**config.mk**
```make
export PLATFORM = sky130hd
export DESIGN_NAME = warp_mem_arbiter
export DESIGN_NICKNAME = d
export VERILOG_FILES = /design/src/rtl/warp_pkg.sv /design/src/rtl/arb_tag_fifo.sv /design/src/rtl/warp_mem_arbiter.sv
export SDC_FILE = /design/constraint.sdc
export NUM_CORES = 1
export LEC_CHECK = 0
export ABC_CLOCK_PERIOD_IN_PS = 3000
export BUFFER_PORTS_ARGS = -buffer_cell sky130_fd_sc_hd__buf_2
export CORE_AREA = 2 2 104 106
export CTS_CLUSTER_SIZE = 28
export DETAILED_ROUTE_END_ITERATION = 6
export DIE_AREA = 0 0 106 108
export GPL_TIMING_DRIVEN = 0
export PLACE_DENSITY = 0.57
export SYNTH_ARGS = -nofsm -noshare
export SYNTH_HDL_FRONTEND = slang
export SYNTH_SLANG_ARGS = --single-unit
```
**constraint.sdc**
```tcl
create_clock -name clk -period 3 [get_ports clk]
set_input_delay 0.15 -clock clk [delete_from_list [all_inputs] [get_ports clk]]
set_output_delay 0.15 -clock clk [all_outputs]
set_load 0.01 [all_outputs]
```
**src/rtl/warp_pkg.sv**
```systemverilog
// Shared types and defaults for the warp engine.
package warp_pkg;

    localparam int ADDR_WIDTH                  = 32;
    localparam int ARB_MAX_OUTSTANDING_DEFAULT = 4;

    // Owner of a memory request; also the tag stored per outstanding read.
    typedef enum logic {
        REQ_FETCH = 1'b0,
        REQ_LSU   = 1'b1
    } mem_req_id_e;

endpackage

```
**src/rtl/arb_tag_fifo.sv**
```systemverilog
// Small FIFO of requester IDs, one entry per outstanding read.
// The head is readable combinationally so a response can be routed in the
// cycle it arrives. A push is accepted while full when a pop happens in the
// same cycle, because fullness is judged after the pop.
module arb_tag_fifo
    import warp_pkg::*;
#(
    parameter int DEPTH = ARB_MAX_OUTSTANDING_DEFAULT
) (
    input  logic        clk,
    input  logic        rst,
    input  logic        push,
    input  mem_req_id_e push_id,
    input  logic        pop,
    output mem_req_id_e head,
    output logic        full,
    output logic        empty
);

    localparam int PTR_W = $clog2(DEPTH);
    localparam int CNT_W = PTR_W + 1;

    mem_req_id_e      mem_q [DEPTH];
    logic [PTR_W-1:0] wr_ptr_q;
    logic [PTR_W-1:0] rd_ptr_q;
    logic [CNT_W-1:0] count_q;
    logic             push_ok;
    logic             pop_ok;

    // Accepted push/pop and status flags.
    always_comb begin
        empty   = (count_q == '0);
        full    = (count_q == CNT_W'(DEPTH));
        pop_ok  = pop && !empty;
        push_ok = push && (!full || pop_ok);
        head    = mem_q[rd_ptr_q];
    end

    // Tag storage; contents need no reset since count gates every read.
    always_ff @(posedge clk) begin
        if (push_ok) begin
            mem_q[wr_ptr_q] <= push_id;
        end
    end

    // Pointers and occupancy; DEPTH is a power of two so pointers wrap freely.
    always_ff @(posedge clk) begin
        if (rst) begin
            wr_ptr_q <= '0;
            rd_ptr_q <= '0;
            count_q  <= '0;
        end else begin
            if (push_ok) begin
                wr_ptr_q <= wr_ptr_q + 1'b1;
            end
            if (pop_ok) begin
                rd_ptr_q <= rd_ptr_q + 1'b1;
            end
            if (push_ok && !pop_ok) begin
                count_q <= count_q + 1'b1;
            end else if (pop_ok && !push_ok) begin
                count_q <= count_q - 1'b1;
            end
        end
    end

endmodule

```
**src/rtl/warp_mem_arbiter.sv**
```systemverilog
// Shares the single memory port between the instruction-fetch path (FETCH)
// and the lane load/store path (LSU). Round-robin grant, held while the
// memory stalls; a tag FIFO routes in-order read responses to their owner.
// Build option: define WARP_ARB_FETCH_PRIORITY_EN for fixed FETCH priority.
//
// Handshake rule for every channel: a transfer happens in a cycle where
// valid and ready are both 1. Here *_req_ready is a same-cycle acceptance
// pulse derived from mem_req_ready, so requesters must hold valid and their
// payload stable until they see ready.
module warp_mem_arbiter
    import warp_pkg::*;
#(
    parameter int ADDR_WIDTH      = warp_pkg::ADDR_WIDTH,
    parameter int DATA_WIDTH      = 32,
    parameter int MAX_OUTSTANDING = ARB_MAX_OUTSTANDING_DEFAULT
) (
    input  logic                  clk,
    input  logic                  rst,
    input  logic                  fetch_req_valid,
    output logic                  fetch_req_ready,
    input  logic [ADDR_WIDTH-1:0] fetch_req_addr,
    input  logic                  lsu_req_valid,
    output logic                  lsu_req_ready,
    input  logic [ADDR_WIDTH-1:0] lsu_req_addr,
    input  logic                  lsu_req_write,
    input  logic [DATA_WIDTH-1:0] lsu_req_data,
    output logic                  fetch_resp_valid,
    output logic [DATA_WIDTH-1:0] fetch_resp_data,
    output logic                  lsu_resp_valid,
    output logic [DATA_WIDTH-1:0] lsu_resp_data,
    output logic                  mem_req_valid,
    input  logic                  mem_req_ready,
    output logic [ADDR_WIDTH-1:0] mem_req_addr,
    output logic                  mem_req_write,
    output logic [DATA_WIDTH-1:0] mem_req_data,
    input  logic                  mem_resp_valid,
    output logic                  mem_resp_ready,
    input  logic [DATA_WIDTH-1:0] mem_resp_data,
    output logic                  busy,
    output logic                  err_unexpected_resp
);

    mem_req_id_e last_grant_q, last_grant_d;
    mem_req_id_e lock_id_q, lock_id_d;
    logic        lock_q, lock_d;
    logic        err_q, err_d;

    mem_req_id_e grant;
    mem_req_id_e fifo_head;
    logic        fifo_full;
    logic        fifo_empty;
    logic        fifo_push;
    logic        fifo_pop;
    logic        can_read;
    logic        fetch_ok;
    logic        lsu_ok;
    logic        handshake;

    arb_tag_fifo #(
        .DEPTH (MAX_OUTSTANDING)
    ) u_tag_fifo (
        .clk     (clk),
        .rst     (rst),
        .push    (fifo_push),
        .push_id (grant),
        .pop     (fifo_pop),
        .head    (fifo_head),
        .full    (fifo_full),
        .empty   (fifo_empty)
    );

    // Grant selection, request mux, response routing and next state.
    always_comb begin
        fifo_pop = mem_resp_valid && !fifo_empty;
        // A response popping this cycle frees a slot for a read issued now.
        can_read = !fifo_full || fifo_pop;
        fetch_ok = fetch_req_valid && can_read;
        // Stores never occupy a tag, so they bypass the outstanding limit.
        lsu_ok   = lsu_req_valid && (lsu_req_write || can_read);

        grant         = REQ_FETCH;
        mem_req_valid = 1'b0;
        if (lock_q) begin
            grant         = lock_id_q;
            mem_req_valid = (lock_id_q == REQ_LSU) ? lsu_ok : fetch_ok;
        end else if (fetch_ok && lsu_ok) begin
`ifdef WARP_ARB_FETCH_PRIORITY_EN
            grant = REQ_FETCH;
`else
            grant = (last_grant_q == REQ_FETCH) ? REQ_LSU : REQ_FETCH;
`endif
            mem_req_valid = 1'b1;
        end else if (lsu_ok) begin
            grant         = REQ_LSU;
            mem_req_valid = 1'b1;
        end else if (fetch_ok) begin
            grant         = REQ_FETCH;
            mem_req_valid = 1'b1;
        end

        mem_req_addr  = (grant == REQ_LSU) ? lsu_req_addr : fetch_req_addr;
        mem_req_write = (grant == REQ_LSU) && lsu_req_write;
        mem_req_data  = (grant == REQ_LSU) ? lsu_req_data : '0;

        handshake       = mem_req_valid && mem_req_ready;
        fetch_req_ready = handshake && (grant == REQ_FETCH);
        lsu_req_ready   = handshake && (grant == REQ_LSU);
        fifo_push       = handshake && !mem_req_write;

        mem_resp_ready   = 1'b1;
        fetch_resp_valid = fifo_pop && (fifo_head == REQ_FETCH);
        lsu_resp_valid   = fifo_pop && (fifo_head == REQ_LSU);
        fetch_resp_data  = mem_resp_data;
        lsu_resp_data    = mem_resp_data;

        last_grant_d = handshake ? grant : last_grant_q;
        // Hold the grant across a stall so the presented address cannot change.
        lock_d       = mem_req_valid && !mem_req_ready;
        lock_id_d    = grant;
        err_d        = err_q || (mem_resp_valid && fifo_empty);

        busy                = fetch_req_valid || lsu_req_valid || lock_q || !fifo_empty;
        err_unexpected_resp = err_q;
    end

    // Arbiter state register.
    always_ff @(posedge clk) begin
        if (rst) begin
            last_grant_q <= REQ_LSU;
            lock_q       <= 1'b0;
            lock_id_q    <= REQ_FETCH;
            err_q        <= 1'b0;
        end else begin
            last_grant_q <= last_grant_d;
            lock_q       <= lock_d;
            lock_id_q    <= lock_id_d;
            err_q        <= err_d;
        end
    end

endmodule
```
# Yosys cells after proc, flatten, opt, wreduce, memory -nomap -nowiden
# Memories as Yosys holds them, arrays and structs flattened. A register that Yosys moved wholly into a read port is not among the register bits.
# Index checks and enable logic that the tools add are counted.
totals:
  mem_bits_rw: 4
  reg_bits: 11
  word_cells: 64
  mem_count: 1
classes:
  n_mux: 17
  eq_ne: 1
  reduce_logical: 32
  n_bitwise: 2
  addsub: 4
memory_table:
  columns: ["memory", "words", "width", "rd", "rd_ports_with_merged_regs", "write_ports", "line", "text"]
  rows:
  - ["u_tag_fifo.mem_q", 4, 1, 1, 1, 1, "arb_tag_fifo.sv:23", "mem_req_id_e mem_q [DEPTH];"]
ops:
  columns: ["op", "n"]
  rows:
  - ["32-bit 2-to-1 mux", 2]
  - ["1-bit logical AND", 17]
  - ["1-bit 2-to-1 mux", 11]
  - ["1-bit logical OR", 7]
  - ["1-bit zero test", 6]
  - ["3-bit 2-to-1 mux", 2]
  - ["2-bit by 1-bit adder with 2-bit output, second input constant", 2]
  - ["2-bit 2-to-1 mux", 2]
  - ["3-bit by 1-bit adder with 3-bit output, second input constant", 1]
  - ["3-bit == test, second input constant", 1]
  - ["3-bit zero test", 1]
  - ["3-bit by 1-bit subtractor with 3-bit output, second input constant", 1]
  - ["1-bit NOT", 2]
  - ["2-bit nonzero test", 1]

# Longest topological paths before layout
# Gate-level depths: netlist of the first run.
depth:
  depth_word: 17
  depth_mapped: 10
  mapped_depth_nobuf: 9

# Hierarchy
# Synthesis of the first run repeated with hierarchy kept, for this count alone.
unflattened:
  cells_unflattened: 224
  area_unflattened_um2: 2016.9
modules_own_cells:
  columns: ["module", "n_inst", "area_each_um2", "cells_per_inst"]
  rows:
  - ["warp_mem_arbiter", 1, 1391.3, 171]
  - ["arb_tag_fifo", 1, 625.6, 53]

# Worst setup path before layout of the first run
# Ideal clock, no wire load.
synth_timing:
  path_kind: "register to register"
  start: "reg lock_id_q"
  end: "reg u_tag_fifo.count_q[2]"
  period_less_slack_ns: 2.699
  arrival_ns: 2.628
  stages_incl_launch_ff: 11
  setup_ns: 0.071
  setup_slack_ns: 0.301
  t_required_ns: 2.929
  path_cell_list: "dfxtp_1 -> clkbuf_1 -> or3b_2 -> o2111ai_1 -> a311oi_1 -> ha_1 -> inv_1 -> fa_1 -> xor2_1 -> or3_1 -> a21oi_1"
synth_between:
  elab_chain_len: 8
synth_rtl:
  columns: ["item", "line", "text"]
  rows:
  - ["start: declaration", "warp_mem_arbiter.sv:44", "mem_req_id_e lock_id_q, lock_id_d;"]
  - ["start signal: assignment", "warp_mem_arbiter.sv:136", "lock_id_q <= lock_id_d;"]
  - ["1-bit 2-to-1 mux, on equally long branches", "warp_mem_arbiter.sv:85, warp_mem_arbiter.sv:83", null]
  - ["1-bit 2-to-1 mux or 1-bit logical AND (tied branches)", "warp_mem_arbiter.sv:83, warp_mem_arbiter.sv:102", null]
  - ["1-bit logical AND or 1-bit zero test (tied branches)", "warp_mem_arbiter.sv:105, warp_mem_arbiter.sv:108", null]
  - ["1-bit logical AND (*)", "warp_mem_arbiter.sv:108", "fifo_push = handshake && !mem_req_write;"]
  - ["1-bit logical AND (*)", "arb_tag_fifo.sv:35", "push_ok = push && (!full || pop_ok);"]
  - ["via u_tag_fifo.push_ok", "arb_tag_fifo.sv:27", "logic push_ok;"]
  - ["1-bit zero test", "arb_tag_fifo.sv:61", "end else if (pop_ok && !push_ok) begin"]
  - ["1-bit logical AND", "arb_tag_fifo.sv:61", null]
  - ["2-bit nonzero test (no line)", null, null]
  - ["end signal: assignment", "arb_tag_fifo.sv:60", "count_q <= count_q + 1'b1;"]
  - ["end signal: assignment", "arb_tag_fifo.sv:62", "count_q <= count_q - 1'b1;"]
  - ["end: declaration", "arb_tag_fifo.sv:26", "logic [CNT_W-1:0] count_q;"]
# Mark *: on every way through the listed nets, which the timed path passes. The rest lies on a longest branch.
# A chain may end at the register's enable or synchronous reset.

# Final worst setup path of the first run
layout_timing:
  start: "reg u_tag_fifo.count_q[0]"
  end: "out mem_req_addr[7]"
layout_between:
  elab_chain_len: 10
layout_rtl:
  columns: ["item", "line", "text"]
  rows:
  - ["3-bit zero test", "arb_tag_fifo.sv:32", "empty = (count_q == '0);"]
  - ["1-bit zero test", "warp_mem_arbiter.sv:74", "fifo_pop = mem_resp_valid && !fifo_empty;"]
  - ["1-bit logical AND", "warp_mem_arbiter.sv:74", null]
  - ["1-bit logical OR (*)", "warp_mem_arbiter.sv:76", "can_read = !fifo_full || fifo_pop;"]
  - ["1-bit logical OR", "warp_mem_arbiter.sv:79", "lsu_ok = lsu_req_valid && (lsu_req_write || can_read);"]
  - ["1-bit logical AND", "warp_mem_arbiter.sv:79", null]
  - ["1-bit 2-to-1 mux or 1-bit logical AND (tied branches)", "warp_mem_arbiter.sv:93, warp_mem_arbiter.sv:86", null]
  - ["1-bit 2-to-1 mux (*)", "warp_mem_arbiter.sv:86", "end else if (fetch_ok && lsu_ok) begin"]
  - ["1-bit 2-to-1 mux (*)", "warp_mem_arbiter.sv:83", "if (lock_q) begin"]
  - ["32-bit 2-to-1 mux (*)", "warp_mem_arbiter.sv:101", "mem_req_addr = (grant == REQ_LSU) ? lsu_req_addr : fetch_req_addr;"]
  - ["end: declaration", "warp_mem_arbiter.sv:33", "output logic [ADDR_WIDTH-1:0] mem_req_addr,"]
# Mark *: on every way between the ends. The rest lies on a longest branch, timed or not.

==> flow_summary.toml, run 1 <==
[status]
status = "finished clean"

[floorplanning]
die_x_microns = 106
core_region_area_sq_um = 10200
initial_core_util_pct = 19.8
dieHeight_microns = 108
fp-row-count = 37
die_area_sq_um = 11400
ios = 272

[routing]
wl_microns = 7740
post_drt_wl_per_cell_microns = 12.8
viasPerCell = 3.89
dr.pass1.iters = 4
route.detailed.drc = 0
final_antenna_net_count = 0
first_iter_violations = 32
detailroute.via_count = 2359

[setup_path]
slowest_delay_ns = 0.51
cpMostUsedCell = "buf_2"
path_class = "reg -> out"
critPathArrivalTime_ns = 2.67
start_kind = "flip-flop"
cp_cell_sequence = "or4b_1 -> buf_2 -> o21a_1 -> a22oi_4 -> buf_6 -> mux2_2 -> buf_2"
cp_slowest_cell = "or4b_1"
cp_max_fo = 10
cp.required_ns = 2.85
cp_num_buf_inv = 3
cp_top_family = "compound AO/OA/AOI/OAI gates"
cp-end-kind = "output pin"

[place]
hpwl_microns = 6850
post-place-ws_ns = -0.0919
place.gp.congestion = 0.840
io_buffers = 238

[pwr]
pwr-share-clk_pct = 13.0
p_per_area_nw_per_um2 = 369
p_sw_share_pct = 38.4
total_leakage_power_nw = 1.94
vdd_drop_max_uv = 176
p_int_mw = 0.784
comb_power_share_pct = 61.2
seq_power_share_pct = 25.7
power.switching_mw = 0.489

[synth]
yosysSeqAreaShare_pct = 18.8
syn-num-nets = 370
synth-edff-count = 4
synth_warnings = 0
postSynthCellCount = 229
synthDistinctLibCells = 43
ys_async_sr_fraction_pct = 0
netlist_area_sq_um = 2020
synth.ff_latch_count = 17
synthFlopType = "dfxtp_1"
postSynthAreaPerCell_sq_um = 8.84

[grt]
grt.total_usage_pct = 12.0
grt_pass1_vias = 2223
grt_pass1_wl_microns = 10900
overflow = 0
grt_max_degree = 14
antenna_found_initial = 0

[final_layout]
antennaDiodeCount = 0
drive_above_1_share_pct = 74.7
utilization_pct = 33.7
mostFrequentLayoutCells = "240 x buf_2, 65 x buf_4, 37 x and2_1"
area_growth_pct = 70.5
nNetsFinal = 612
layout_commonest_cell = "buf_2"
ff_latch_area_sq_um = 380
multi_input_area_sq_um = 1090
fill_cells = 1092

[flow_run]
cap_viol_max_count = 0

[timing]
tightest_slew_ns = 0.548
fin_crit_ns = 2.82
finalSetupViolCount = 0
rsz0062_at_grt = "no"
maxSlewViolCount = 0
relSlewSlack_pct = 63.5
fin_crit_sh_pct = 93.9
final.setup.worst_slack_ns = 0.183
finalHoldViolCount = 0
max_freq_ghz = 0.355
fin_hold_ws_ns = 0.170
fin_skew_ns = 0.00604

[cts]
postCtsSetupBuffers = 0
clk_pin_slew_worst_paths_ns = 0.06
cts_made_buffers = 3
clk_path_buf_depth = 2
cts_num_sinks = 17
cts_tree = "yes"
ctsRootBufferMaster = "clkbuf_8"
clkLatencyLatePin_ns = 0.25
h-tree-depth = 1

[hold_path]
hp-class = "in -> reg"
[through the flow]
stage | instances | TNS (ns) | area [sq um] | power (mW)
after CTS | 607 | 0 | 3440 | 1.29
final | 606 | 0 | 3450 | 1.27
after global placement | 603 | -0.0418 | 3390 | 1.10
after detailed placement | 603 | -0.0919 | 3390 | 1.11
after global routing | 606 | 0 | 3450 | 1.38
after floorplan | 229 | 0 | 2020 | 0.813
[cells by family (layout without fill, tap and decap cells)]
family | Yosys count | after routing | share of synthesized area (%)
buf+inv | 81 | 322 | 28.4
simple gates | 65 | 65 | 18.8
mux | 36 | 36 | 20.5
compound gates | 19 | 19 | 7.54
flops | 17 | 17 | 18.8
fa+ha+maj | 6 | 6 | 4.08
xor+xnor | 4 | 4 | 1.73
other cells | 1 | 1 | 0.185
[worst reg2reg max path, delay by kind of cell (launching register included)]
| family | cells | cell delay (ns) |
|---|---|---|
| AOI/OAI and AO/OA | 3 | 0.75 |
| adders and majority gates | 2 | 0.64 |
| and+or+nand+nor | 2 | 0.45 |
| DFF | 1 | 0.43 |
| buffers and inverters | 2 | 0.25 |
| xor gates and xnor gates | 1 | 0.16 |
[what timing repair did]
| item | in CTS | in global routing |
|---|---|---|
| setup endpoints to repair | 1 | 1 |
| resized for setup | 1 | 2 |
| hold buffers | 0 | 0 |
[final cells by class]
type                            instances  area share, %
Timing Repair Buffer                  238           34.5
Multi-Input combinational cell        131           31.7
Inverter                                6          0.653
Clock buffer                            4           1.31
Sequential cell                        17           11.0
Buffer                                 74           15.9
Tap cell                              136           4.93
[routing by layer]
| metal | up-vias | global-route usage [%] | share of wire [%] |
|---|---|---|---|
| met5 | - | 0 | 0 |
| met4 | 0 | 2.26 | 0.57 |
| met3 | 4 | 1.33 | 6.5 |
| met2 | 116 | 24.2 | 55 |
| met1 | 1056 | 13.7 | 38 |
| li1 | 1183 | - | - |
[Yosys cell counts, types with 2 or more instances]
| master | instances | share of area (%) |
|---|---|---|
| clkbuf_1 | 3 | 0.56 |
| mux2i_1 | 2 | 0.99 |
| nand3_1 | 2 | 0.49 |
| edfxtp_1 | 4 | 5.9 |
| buf_6 | 3 | 1.7 |
| nand2b_1 | 2 | 0.62 |
| a311oi_1 | 2 | 0.87 |
| and2_1 | 37 | 11 |
| o2111ai_1 | 2 | 0.87 |
| or3_1 | 2 | 0.62 |
| a21oi_1 | 3 | 0.74 |
| mux2_2 | 31 | 17 |
| a31oi_1 | 3 | 0.93 |
| ha_1 | 5 | 3.1 |
| mux2_1 | 2 | 1.1 |
| xor2_1 | 4 | 1.7 |
| and3_1 | 3 | 0.93 |
| inv_1 | 5 | 0.93 |
| nand2_1 | 2 | 0.37 |
| clkbuf_2 | 2 | 0.49 |
| nor2_1 | 11 | 2.0 |
| dfxtp_1 | 13 | 13 |
| buf_2 | 2 | 0.49 |
| buf_4 | 65 | 24 |
[final timing paths]
kind | from | endpoint | slack (ns) | depth (start not counted)
worst min register to register | err_unexpected_resp | err_unexpected_resp | 0.47 | 2
worst max-delay path | u_tag_fifo.count_q[0] | mem_req_addr[7] | 0.18 | 7
worst max register to register | u_tag_fifo.count_q[0] | u_tag_fifo.count_q[2] | 0.25 | 10
worst min-delay path | mem_req_ready | lock_q | 0.17 | 2
[power groups by stage]
stage	clock, mW	sequential (mW)	combinational, mW
final	0.166	0.328	0.780
after global routing	0.186	0.336	0.855
after detailed placement	0	0.328	0.783
after CTS	0.172	0.324	0.789
after global placement	0	0.328	0.774
after floorplan	0	0.323	0.490
Note: power is estimated with default switching activity, not from simulation.
==> run 2: changes to the inputs <==
--- a/config.mk
+++ b/config.mk
@@ -5,12 +5,12 @@
 export SDC_FILE = /design/constraint.sdc
 export NUM_CORES = 1
 export LEC_CHECK = 0
-export ABC_CLOCK_PERIOD_IN_PS = 3000
+export ABC_CLOCK_PERIOD_IN_PS = 2320
 export BUFFER_PORTS_ARGS = -buffer_cell sky130_fd_sc_hd__buf_2
-export CORE_AREA = 2 2 104 106
+export CORE_AREA = 2 2 106 108
 export CTS_CLUSTER_SIZE = 28
 export DETAILED_ROUTE_END_ITERATION = 6
-export DIE_AREA = 0 0 106 108
+export DIE_AREA = 0 0 108 110
 export GPL_TIMING_DRIVEN = 0
 export PLACE_DENSITY = 0.57
 export SYNTH_ARGS = -nofsm -noshare
==> constraint.sdc (replaced) <==
create_clock -name clk -period 2.32 [get_ports clk]
set_input_delay 0.116 -clock clk [delete_from_list [all_inputs] [get_ports clk]]
set_output_delay 0.116 -clock clk [all_outputs]
set_load 0.01 [all_outputs]
==> run 2 against run 1 <==
  * Highest routed layer unchanged
  * Clock power up 30%
  * The flow now finishes with violations (setup timing)
  * Design area up 16%
  * Sequential power up 29%
  * Final cell count up 3.3%
  * Sequential cell count unchanged
  * Clock skew down 0.0024 ns
  * First-iteration DRC count up 88%
  * Critical path depth unchanged
  * Combinational power up 69%
  * Largest cell class unchanged
==> flow_summary.toml, run 2 (synthesis results as in run 1) <==
[final_layout]
multi_input_area_sq_um = 1220
mostFrequentLayoutCells = "214 x buf_2, 74 x buf_4, 37 x and2_1"
area_growth_pct = 97.5
layout_commonest_cell = "buf_2"
ff_latch_area_sq_um = 387
fill_cells = 1130
stdcell_count = 626
nNetsFinal = 627
drive_above_1_share_pct = 78.8
utilization_pct = 37.4

[setup_path]
cp_top_family = "simple AND/OR/NAND/NOR gates"
r2r_start = "lock_id_q"
cp_cell_sequence = "or4b_4 -> o21a_4 -> a22oi_4 -> buf_12 -> buf_12 -> mux2_2 -> buf_2"
path_class = "reg -> out"
r2r_slack_ns = -0.09
slowest_delay_ns = 0.59
start_kind = "flip-flop"
cp-end-kind = "output pin"
critPathArrivalTime_ns = 2.37
cp.required_ns = 2.20
r2r_end = "u_tag_fifo.count_q[2]"
cp_num_buf_inv = 3
cpMostUsedCell = "buf_12"
cp_max_fo = 10
cp_slowest_cell = "or4b_4"
reg2reg_depth = 10

[pwr]
power.switching_mw = 0.714
p_per_area_nw_per_um2 = 491
p_sw_share_pct = 36.4
vdd_drop_max_uv = 277
p_int_mw = 1.25
comb_power_share_pct = 67.4
total_leakage_power_nw = 2.21
pwr-share-clk_pct = 11.0
seq_power_share_pct = 21.6

[grt]
overflow = 0
grt_pass1_vias = 2242
grt_max_degree = 11
grt_pass1_wl_microns = 11700
antenna_found_initial = 1
grt.total_usage_pct = 12.5

[cts]
cts_made_buffers = 3
clkLatencyLatePin_ns = 0.25
ctsRootBufferMaster = "clkbuf_8"
cts_tree = "yes"
cts_num_sinks = 17
clk_pin_slew_worst_paths_ns = 0.06
h-tree-depth = 1
clk_path_buf_depth = 2
hold_buffers = 0

[routing]
top_layer = "met4"
final_antenna_net_count = 0
dr.pass1.iters = 4
first_iter_violations = 60
met2_length_microns = 4600
viasPerCell = 3.85
post_drt_wl_per_cell_microns = 13.3
route.detailed.drc = 0
wl_met1_microns = 3170
detailroute.via_count = 2411
wl_microns = 8340
wl_met3_microns = 553

[floorplanning]
initial_core_util_pct = 18.9
ios = 272
core_region_area_sq_um = 10700
dieHeight_microns = 110
fp-row-count = 38
die_x_microns = 108
die_area_sq_um = 11900

[timing]
max_freq_ghz = 0.402
fin_skew_ns = 0.00360
rsz0062_at_grt = "yes"
tns_ns = -7.20
finalSetupViolCount = 64
fin_crit_ns = 2.49
finalHoldViolCount = 0
maxSlewViolCount = 0
final.setup.worst_slack_ns = -0.165
fin_crit_sh_pct = 107

[status]
status = "finished, violations left"
violations = "setup timing"

[hold_path]
min_to = "lock_q"
hp-class = "in -> reg"
worstHoldPathCells = 2
holdCritStartpoint = "mem_req_ready"

[place]
hpwl_microns = 7080
io_buffers = 238
place.gp.congestion = 0.781
place.detailed.instances = 607

[flow_run]
cap_viol_max_count = 0
[run 2: timing repair]
action | CTS | global route
buffers inserted | 10 | 2
cloned | 2 | 1
pin swaps | 5 | 7
resized for setup | 53 | 30
endpoints found under the setup margin | 72 | 68
[run 2: final cells by class]
class	instances	share of cell area, %
timing repair buffer	253	38.0
antenna	1	0.0626
inverter	6	0.751
buffer	74	15.4
tap	140	4.38
multi-input combinational	131	30.6
clock buffer	4	1.13
sequential	17	9.67
[run 2: how the worst max path moves through the flow]
stage	from	end	slack, ns	cells after the start
after global placement	u_tag_fifo.count_q[2]	u_tag_fifo.count_q[2]	-0.31	10
after global routing	lock_id_q	u_tag_fifo.count_q[2]	-0.21	10
after floorplan	u_tag_fifo.count_q[2]	u_tag_fifo.count_q[2]	-0.07	10
final	u_tag_fifo.count_q[0]	mem_req_addr[7]	-0.17	7
after CTS	u_tag_fifo.count_q[0]	mem_req_addr[4]	-0.19	7
after detailed placement	u_tag_fifo.count_q[2]	u_tag_fifo.count_q[2]	-0.33	10
[run 2: per-layer routing]
metal	up-vias	track usage, %
li1	1218	-
met1	1084	15.2
met2	105	23.6
met3	4	2.29
met4	0	1.10
met5	-	0
[run 2: through the flow]
step | power (mW) | area, sq um | hold WS, ns | setup WS, ns
after floorplan | 1.08 | 2060 | 0.192 | -0.0728
after global placement | 1.45 | 3430 | 0.392 | -0.309
final | 1.96 | 4000 | 0.149 | -0.165
after detailed placement | 1.48 | 3430 | 0.398 | -0.333
after CTS | 1.89 | 3820 | 0.136 | -0.194
after global routing | 2.11 | 4000 | 0.163 | -0.213
[run 2: power by group through the flow]
stage | sequential (mW) | clock, mW | combinational (mW)
2_1_floorplan | 0.425 | 0 | 0.651
3_3_place_gp | 0.430 | 0 | 1.02
3_5_place_dp | 0.435 | 0 | 1.04
4_1_cts | 0.422 | 0.220 | 1.25
5_1_grt | 0.435 | 0.233 | 1.44
6_report | 0.424 | 0.216 | 1.32
==> run 3: changes to the inputs <==
--- a/config.mk
+++ b/config.mk
@@ -7,12 +7,15 @@
 export LEC_CHECK = 0
 export ABC_CLOCK_PERIOD_IN_PS = 2320
 export BUFFER_PORTS_ARGS = -buffer_cell sky130_fd_sc_hd__buf_2
-export CORE_AREA = 2 2 106 108
+export CELL_PAD_IN_SITES_DETAIL_PLACEMENT = 0
+export CELL_PAD_IN_SITES_GLOBAL_PLACEMENT = 1
+export CORE_MARGIN = 2
+export CORE_UTILIZATION = 18
 export CTS_CLUSTER_SIZE = 28
 export DETAILED_ROUTE_END_ITERATION = 6
-export DIE_AREA = 0 0 108 110
+export GPL_ROUTABILITY_DRIVEN = 1
 export GPL_TIMING_DRIVEN = 0
-export PLACE_DENSITY = 0.57
+export PLACE_DENSITY = 0.81
 export SYNTH_ARGS = -nofsm -noshare
 export SYNTH_HDL_FRONTEND = slang
 export SYNTH_SLANG_ARGS = --single-unit
==> run 3 against run 2 <==
  * The flow still finishes with violations (setup timing)
  * Critical path depth unchanged
  * First-iteration DRC count unchanged
  * Setup slack better by 0.0072 ns
  * Worst hold slack better by 0.018 ns
  * Sequential share of layout area down 0.89 points
  * Total power up 11%
  * Clock power about the same
  * Critical path type unchanged
  * Critical endpoint is now mem_req_addr[25]
==> flow_summary.toml, run 3 (synthesis results as in run 1) <==
[routing]
first_iter_violations = 60
viasPerCell = 3.96
detailroute.via_count = 2481
route.detailed.drc = 0
post_drt_wl_per_cell_microns = 15.6
final_antenna_net_count = 0
dr.pass1.iters = 4
wl_microns = 9750

[pwr]
pwr-share-clk_pct = 9.8
p_sw_share_pct = 35.5
total_leakage_power_nw = 2.41
total_power_mw = 2.17
vdd_drop_max_uv = 373
p_per_area_nw_per_um2 = 490
comb_power_share_pct = 70.5
power.switching_mw = 0.771
p_int_mw = 1.40
seq_power_share_pct = 19.7

[final_layout]
layout_commonest_cell = "buf_2"
drive_above_1_share_pct = 85.0
nNetsFinal = 629
fill_cells = 1073
design_area_sq_um = 4430
antennaDiodeCount = 0
mostFrequentLayoutCells = "176 x buf_2, 72 x buf_4, 66 x buf_6"
area_growth_pct = 119

[grt]
use_met1_pct = 18.5
met2_usage_pct = 27.1
grt-busiest-layer = "met2"
use_met3_pct = 4.23
grt_pass1_wl_microns = 13900
overflow = 0
grt_pass1_vias = 2482
antenna_found_initial = 3
grt.total_usage_pct = 15.0
grt_max_degree = 11

[hold_path]
hp-class = "in -> reg"

[setup_path]
path_class = "reg -> out"
start_kind = "flip-flop"
cp_slowest_cell = "or4b_4"
cp-end-kind = "output pin"
cp_cell_sequence = "or4b_4 -> o21a_4 -> a22oi_4 -> buf_12 -> buf_12 -> mux2_4 -> buf_6"
critPathArrivalTime_ns = 2.36
cpMostUsedCell = "buf_12"
slowest_delay_ns = 0.61
cp.required_ns = 2.20
cp_max_fo = 8
r2r_slack_ns = -0.10

[cts]
cts_made_buffers = 3
ctsRootBufferMaster = "clkbuf_8"
clk_path_buf_depth = 2
clk_pin_slew_worst_paths_ns = 0.06
hold_buffers = 0
clkLatencyLatePin_ns = 0.24
h-tree-depth = 1
cts_tree = "yes"
cts_num_sinks = 17

[timing]
fin_skew_ns = 0.00186
max_freq_ghz = 0.404
finalHoldViolCount = 0
fin_crit_ns = 2.48
fin_hold_ws_ns = 0.167
maxSlewViolCount = 0
finalSetupViolCount = 64
final.setup.worst_slack_ns = -0.158
tns_ns = -7.90
rsz0062_at_grt = "yes"
fin_crit_sh_pct = 107

[place]
place_area_sq_um = 3430
hpwl_microns = 8170
place.gp.congestion = 0.787
io_buffers = 238
post-place-ws_ns = -0.333

[floorplanning]
fp-row-count = 38
die_area_sq_um = 12100
initial_core_util_pct = 18.6
dieHeight_microns = 110
die_x_microns = 110
ios = 272
core_region_area_sq_um = 10900

[status]
violations = "setup timing"
status = "finished, violations left"

[flow_run]
cap_viol_max_count = 0
## run 3: layout make-up
| cell class | count | area (sq um) | area share [%] |
|---|---|---|---|
| well taps | 140 | 175 | 3.95 |
| clock buffers | 4 | 45.0 | 1.02 |
| plain buffers | 74 | 611 | 13.8 |
| multi-input cells | 131 | 1370 | 30.9 |
| repair buffers | 254 | 1800 | 40.5 |
| repair inverters | 1 | 11.3 | 0.254 |
| flip-flops and latches | 17 | 389 | 8.78 |
| inverters | 6 | 35.0 | 0.791 |
## run 3: repair_timing
item | CTS | global route
pin swaps | 32 | 4
gates resized for setup | 133 | 56
setup buffers | 12 | 0
endpoints found under the hold margin | 0 | 0
cloned | 5 | 1
setup endpoints to repair | 68 | 72
## run 3: final timing paths
check	start	end	cells after the start
max	u_tag_fifo.count_q[1]	mem_req_addr[25]	7
min	mem_resp_valid	err_unexpected_resp	3
max reg2reg	u_tag_fifo.count_q[1]	u_tag_fifo.count_q[2]	9
min reg2reg	err_unexpected_resp	err_unexpected_resp	2
## run 3: power groups by stage
stage	Combinational [mW]	Sequential (mW)	Clock (mW)
finish	1.53	0.427	0.214
global route	1.66	0.437	0.234
CTS	1.44	0.425	0.219
detailed placement	1.06	0.433	0
global placement	1.04	0.429	0
floorplan	0.651	0.425	0
## run 3: routing by layer
metal  share of wire, %  vias to the layer above
met2                 53                      111
met3                7.9                       10
met1                 38                     1133
met5               0.41                        -
li1                   -                     1221
met4               0.26                        6
## run 3: per-stage QoR
| stage | instances | util (%) |
|---|---|---|
| 2_1_floorplan | 229 | - |
| 3_3_place_gp | 607 | 31.5 |
| 3_5_place_dp | 607 | 31.5 |
| 4_1_cts | 628 | 38.5 |
| 5_1_grt | 627 | 40.7 |
| 6_report | 627 | 40.7 |
## run 3: critical path, delay by kind of cell (launching register included)
family,cells,cell delay [ns]
and+or+nand+nor,1,0.61
buffers and inverters,3,0.46
AOI/OAI and AO/OA,2,0.38
DFF,1,0.34
muxes,1,0.32
